--- src/rtl/cache_refill_ctrl.sv ---
// Miss handler on the memory side of the cache: optional victim write-back,
// then a word-by-word block fetch, ending in a single-cycle block-fill command.

module cache_refill_word #(
  parameter int WW = 32
) (
  input  logic          clk_i,
  input  logic          rst_ni,
  input  logic          we_i,
  input  logic [WW-1:0] d_i,
  output logic [WW-1:0] q_o
);
  always_ff @(posedge clk_i or negedge rst_ni) begin
    if (!rst_ni)   q_o <= '0;
    else if (we_i) q_o <= d_i;
  end
endmodule

module cache_refill_ctrl #(
  parameter int Addr_Width             = 32,
  parameter int Word_Size_Bytes        = 4,
  parameter int Cache_Block_Size_Words = 8,
  parameter int Command_Width          = 2
) (
  input  logic                                         clk_i,
  input  logic                                         rst_ni,
  input  logic                                         miss_valid_i,
  output logic                                         miss_ready_o,
  input  logic [Addr_Width-1:0]                        miss_addr_i,
  input  logic                                         evict_i,
  input  logic [Addr_Width-1:0]                        evict_addr_i,
  input  logic [Word_Size_Bytes*8*Cache_Block_Size_Words-1:0] evict_data_i,
  output logic                                         mem_req_o,
  output logic                                         mem_we_o,
  output logic [Addr_Width-1:0]                        mem_addr_o,
  output logic [Word_Size_Bytes*8-1:0]                 mem_wdata_o,
  input  logic                                         mem_gnt_i,
  input  logic                                         mem_rvalid_i,
  input  logic [Word_Size_Bytes*8-1:0]                 mem_rdata_i,
  output logic [Command_Width-1:0]                     fill_command_o,
  output logic [Addr_Width-1:0]                        fill_addr_o,
  output logic [Word_Size_Bytes*8*Cache_Block_Size_Words-1:0] fill_data_o,
  output logic                                         busy_o
);
  localparam int WW    = Word_Size_Bytes * 8;
  localparam int NW    = Cache_Block_Size_Words;
  localparam int OFF   = $clog2(Word_Size_Bytes * Cache_Block_Size_Words);
  localparam int WOFF  = $clog2(Word_Size_Bytes);
  localparam int KW    = $clog2(Cache_Block_Size_Words);

  localparam logic [KW-1:0]            K_LAST   = KW'(NW - 1);
  localparam logic [Addr_Width-1:0]    OFF_MASK = Addr_Width'((64'd1 << OFF) - 64'd1);
  localparam logic [Command_Width-1:0] CMD_NONE = '0;
  localparam logic [Command_Width-1:0] CMD_FILL = Command_Width'(1);

  typedef enum logic [2:0] {IDLE, WB, RD_REQ, RD_WAIT, FILL} state_t;

  state_t                   state;
  logic [KW-1:0]            k, k_nxt;
  logic [Addr_Width-1:0]    miss_base, evict_base;
  logic [NW-1:0][WW-1:0]    evict_blk;
  logic [NW-1:0][WW-1:0]    rd_buf, rd_block;
  logic [NW-1:0]            buf_we;

  function automatic logic [Addr_Width-1:0] block_base(input logic [Addr_Width-1:0] a);
    return a & ~OFF_MASK;
  endfunction

  function automatic logic [Addr_Width-1:0] word_addr(input logic [Addr_Width-1:0] base,
                                                      input logic [KW-1:0] idx);
    return base | (Addr_Width'(idx) << WOFF);
  endfunction

  assign k_nxt        = k + KW'(1);
  assign miss_ready_o = (state == IDLE);
  assign busy_o       = (state != IDLE);

  // Read buffer: one slot per block word, written only by rvalid in RD_WAIT.
  for (genvar i = 0; i < NW; i++) begin : g_word
    assign buf_we[i] = (state == RD_WAIT) && mem_rvalid_i && (k == KW'(i));
    cache_refill_word #(.WW(WW)) u_word (
      .clk_i  (clk_i),
      .rst_ni (rst_ni),
      .we_i   (buf_we[i]),
      .d_i    (mem_rdata_i),
      .q_o    (rd_buf[i])
    );
  end

  // The last word lands in the same edge that launches FILL, so merge it in here.
  always_comb begin
    rd_block    = rd_buf;
    rd_block[k] = mem_rdata_i;
  end

  always_ff @(posedge clk_i or negedge rst_ni) begin
    if (!rst_ni) begin
      state          <= IDLE;
      k              <= '0;
      miss_base      <= '0;
      evict_base     <= '0;
      evict_blk      <= '0;
      mem_req_o      <= 1'b0;
      mem_we_o       <= 1'b0;
      mem_addr_o     <= '0;
      mem_wdata_o    <= '0;
      fill_command_o <= CMD_NONE;
      fill_addr_o    <= '0;
      fill_data_o    <= '0;
    end else begin
      unique case (state)
        IDLE: if (miss_valid_i && miss_ready_o) begin
          miss_base  <= block_base(miss_addr_i);
          evict_base <= block_base(evict_addr_i);
          evict_blk  <= evict_data_i;
          k          <= '0;
          mem_req_o  <= 1'b1;
          if (evict_i) begin
            state       <= WB;
            mem_we_o    <= 1'b1;
            mem_addr_o  <= block_base(evict_addr_i);
            mem_wdata_o <= evict_data_i[WW-1:0];
          end else begin
            state       <= RD_REQ;
            mem_we_o    <= 1'b0;
            mem_addr_o  <= block_base(miss_addr_i);
            mem_wdata_o <= '0;
          end
        end
        WB: if (mem_gnt_i) begin
          if (k == K_LAST) begin
            k           <= '0;
            state       <= RD_REQ;
            mem_we_o    <= 1'b0;
            mem_addr_o  <= miss_base;
            mem_wdata_o <= '0;
          end else begin
            k           <= k_nxt;
            mem_addr_o  <= word_addr(evict_base, k_nxt);
            mem_wdata_o <= evict_blk[k_nxt];
          end
        end
        RD_REQ: if (mem_gnt_i) begin
          state     <= RD_WAIT;
          mem_req_o <= 1'b0;
        end
        RD_WAIT: if (mem_rvalid_i) begin
          if (k == K_LAST) begin
            state          <= FILL;
            k              <= '0;
            fill_command_o <= CMD_FILL;
            fill_addr_o    <= miss_base;
            fill_data_o    <= rd_block;
          end else begin
            k          <= k_nxt;
            state      <= RD_REQ;
            mem_req_o  <= 1'b1;
            mem_addr_o <= word_addr(miss_base, k_nxt);
          end
        end
        FILL: begin
          state          <= IDLE;
          fill_command_o <= CMD_NONE;
        end
        default: state <= IDLE;
      endcase
    end
  end
endmodule
--- config.mk ---
export PLATFORM = sky130hd
export DESIGN_NAME = cache_refill_ctrl
export DESIGN_NICKNAME = d
export VERILOG_FILES = /design/src/rtl/cache_refill_ctrl.sv
export SDC_FILE = /design/constraint.sdc
export NUM_CORES = 2
export LEC_CHECK = 0
export BUFFER_PORTS_ARGS = -buffer_cell sky130_fd_sc_hd__buf_4
export CAP_MARGIN = 15
export CORE_AREA = 2 2 281 283
export CTS_BUF_LIST = sky130_fd_sc_hd__clkbuf_4
export CTS_CLUSTER_SIZE = 25
export DETAILED_ROUTE_END_ITERATION = 8
export DIE_AREA = 0 0 283 285
export PLACE_DENSITY_LB_ADDON = 0.1
export RECOVER_POWER = 100
export SYNTH_ARGS = -nofsm -noshare
export SYNTH_HDL_FRONTEND = slang
export SYNTH_HIERARCHICAL = 1
export SYNTH_SLANG_ARGS = --single-unit
--- constraint.sdc ---
create_clock -name clk_i -period 3.4 [get_ports clk_i]
set_input_delay 1.02 -clock clk_i [delete_from_list [all_inputs] [get_ports clk_i]]
set_output_delay 1.02 -clock clk_i [all_outputs]
set_load 0.02 [all_outputs]
==> out/qor.log <==
[logic_synthesis] Async SR Flop Fraction 100.0%
[pwr] internal power 0.02532 W
[cts] Clock Tree Root clkbuf_4
[global_route] total global routing overflow 0
[worst_setup_path] data required time at the worst endpoint 4280 ps
[logic_synthesis] top post-synthesis cells by area dfrtp_1 56%, nand2_1 12%, mux2_4 9.8%, mux2i_1 6.9%, mux4_2 3.5%
[logic_synthesis] post-synthesis cell count 3656
[route] WL per Instance 20.77 um
[sta] achievable clock frequency 313.9 MHz
[place] detailed placement HPWL 78.05 mm
[logic_synthesis] most used standard cells in the synthesized netlist 1308 x nand2_1, 920 x dfrtp_1, 285 x mux2i_1
[global_route] global-route wire length before repair 180.3 mm
[final_layout] multi-input combinational cell area 15500 um2
[worst_setup_path] CP startpoint kind flop
[route] count of routing violations after the opening detailed-route iteration 2094
[global_route] via count of the first global-routing pass 30139
[final_layout] net total in the final layout 4765
[logic_synthesis] Warnings, synthesis 6
[sta] Final Hold Violating Endpoints 0
[floorplan] Initial Util 52.68%
[route] DRC errors left 0
[cts] clock sink count 920
[logic_synthesis] Cell Area, Synth 41070 um2
[route] overall via count from detail_route 29819
[sta] setup repair after global routing missed its margin no
[worst_setup_path] beginning of the worst register-to-register path k[1]$_DFFE_PN0P_
[cts] CTS Buf Count 233
[logic_synthesis] number of flip-flops and latches in the synthesized netlist 920
[min_path] classification of the worst-slack hold path input pin to flop
[sta] total negative slack 0 ps
[global_route] antenna violations before repair 19
[sta] final clock skew 90.27 ps
[worst_setup_path] maximum fanout count along the critical path 19
[final_layout] FF+latch area 23030 um2
[route] vias per cell 5.299
[pwr] standby leakage power 23.89 nW
[place] port buffer count 697
[global_route] global router's overall resource usage 28.98%
[pwr] Combinational Power Share 32.7%
[logic_synthesis] cell with the most instances after synthesis nand2_1
[sta] post-route clock period utilization 93.70%
[worst_setup_path] Worst setup startpoint k[1]$_DFFE_PN0P_
[status] run status finished, violations left
[logic_synthesis] Avg Cell Area, Syn 11.23 um2
[floorplan] number of placed I/O pins 716
[logic_synthesis] post-synth top area cell dfrtp_1
[pwr] power density normalized to cell area 837.5 nW/um2
[logic_synthesis] sequential element share of the synthesized area 56.05%
[status] violations in the final reports capacitance limit, slew limit
[logic_synthesis] number of enable-type register cells in the synthesized netlist 0
[place] RePlAce Congestion 0.8575
[cts] later-pin clock latency in the skew report 1090 ps
[worst_setup_path] CP Capture Type flop
[cts] TritonCTS clock tree built
[cts] clock-pin slew on the worst setup and hold paths 70 ps
[floorplan] placeable core area 77970 um2
[route] DRT antenna net count 0
[final_layout] share of cells above drive strength 1 19.79%
[route] Routed WL 116.9 mm
[pwr] NetSw 0.01447 W
[floorplan] Rows 103
[sta] worst rel slew slack -30.81%
[pwr] part of the total power dissipated in sequential elements 43.9%
[pwr] net switching share of the total power 36.36%
[sta] Final setup violation count 0
[pwr] clock network power share 23.4%
[final_layout] fraction of the core area covered by cells at the end of the flow 60.92%
[final_layout] fillcell total 7141
[logic_synthesis] Primary FF master, synth dfrtp_1
[worst_setup_path] Data arrival, critical path 4070 ps
[final_layout] Area Growth Syn to Fin 15.65%
[job] reported max-cap violation count 2
[sta] Worst-Margin Slew 1962 ps
[pwr] worst-case vdd ir drop 0.4490 mV
[logic_synthesis] top cell type's share of synthesized area 56.05%
[floorplan] Die ar. 80660 um2
[floorplan] vertical die dimension 285 um
[worst_setup_path] crit path kind flop to flop
[floorplan] horizontal die dimension 283 um
[sta] Final Max Slew Viols 287
[logic_synthesis] count of distinct cell types in the synthesized netlist 48
[global_route] pin count of the biggest net entering global routing 252
[cts] number of levels the H-tree was split into 4
[min_path] hold path start evict_data_i[180]
[sta] minimum clock period 3186 ps
[cts] clock buffer depth 3
[route] detailed-routing iteration count for the pre-antenna-repair pass 7
## what timing repair did
| item | in CTS | in global routing |
|---|---|---|
| hold endpoints to repair | 28 | 0 |
| endpoints found under the setup margin | 2 | 0 |
| buffers inserted | 0 | 0 |
| gates resized for setup | 3 | 0 |
| hold buffers | 9 | 0 |
## power groups by stage
stage                     sequential (W)  combinational [W]  clock, W
after global placement            0.0175             0.0151         0
final                             0.0174             0.0130   0.00932
after floorplan                   0.0181            0.00962         0
after global routing              0.0179             0.0143    0.0102
after detailed placement          0.0177             0.0153         0
after CTS                         0.0175             0.0154   0.00958
## final timing paths
check	end	slack, ps	cells past startpoint
max in group asynchronous	evict_base[9]$_DFFE_PN0P_	410	3
worst max-delay path	g_word[3].u_word/q_o[5]$_DFFE_PN0P_	210	5
min in group asynchronous	fill_data_o[248]$_DFFE_PN0P_	820	2
worst min-delay path	evict_blk[180]$_DFFE_PN0P_	120	3
worst max register to register	g_word[3].u_word/q_o[5]$_DFFE_PN0P_	210	5
worst min register to register	fill_addr_o[18]$_DFFE_PN0P_	450	2
## worst max-delay path, cell delays in order (launching register included)
cell      delay (ps)
dfrtp_1          670
ha_1             340
ha_4             140
and3_1           720
clkbuf_2         770
mux2_1           390
## routing by layer
metal	share of wire, %	up-vias	GRT usage, %
li1	-	13861	-
met1	42	14723	38.31
met2	48	985	45.80
met3	6.6	236	7.528
met4	3.4	14	11.89
met5	0.069	-	0
## registers in the layout, indices dropped and copies added, names as in the netlist
signal             flops
fill_command_o         1
evict_blk            256
state                  3
g_word.u_word/q_o    256
mem_req_o              1
fill_data_o          256
miss_base             27
mem_addr_o            30
mem_we_o               1
k                      3
evict_base            27
fill_addr_o           27
mem_wdata_o           32
## layout make-up
cell class                      count  area share (%)
Sequential cell                   920           48.48
Clock buffer                      352           5.563
Multi-Input combinational cell   2448           32.63
Clock inverter                     47          0.6006
Antenna cell                       13         0.06849
Tap cell                         1050           2.766
Inverter                            6         0.05005
Timing Repair Buffer              791           9.849
## cells in the final DEF (no fill, tap or decap), types with 18 or more instances in the layout
cell type and n:
a211oi_1 28, a21oi_1 30, a22oi_1 32, buf_4 368, clkbuf_1 369, clkbuf_2 25
clkbuf_4 356, clkinv_1 33, dfrtp_1 918, mux2_1 250, mux2_2 18, mux2i_1 285
mux4_2 64, nand2_1 1308, nand3_1 35, nand4_1 32, nor2b_1 28, o21ai_0 259
## logic make-up (layout without fill, tap and decap cells)
logic type	count (synthesis)	in the layout	synth area share (%)
and+or+nand+nor	1440	1440	13.88
DFF	920	920	56.05
muxes	634	634	20.73
AOI/OAI and AO/OA	359	359	4.847
buffers and inverters	295	1196	4.271
adders and majority gates	7	7	0.2132
other	1	21	0.009130
## through the flow
stage                     setup WS [ps]  total power [W]  area (um2)  instances  hold WS [ps]
after floorplan                   755.4          0.02768       41100       3663         440.3
after global placement            580.1          0.03260       47140       5206         453.1
after detailed placement          549.0          0.03302       47140       5206         457.3
after CTS                         129.2          0.04250       50170       5614        0.6537
after global routing              85.60          0.04240       47490       5624         47.93
final                             214.4          0.03978       47500       5627         121.2
(Power assumes the default switching activity.)
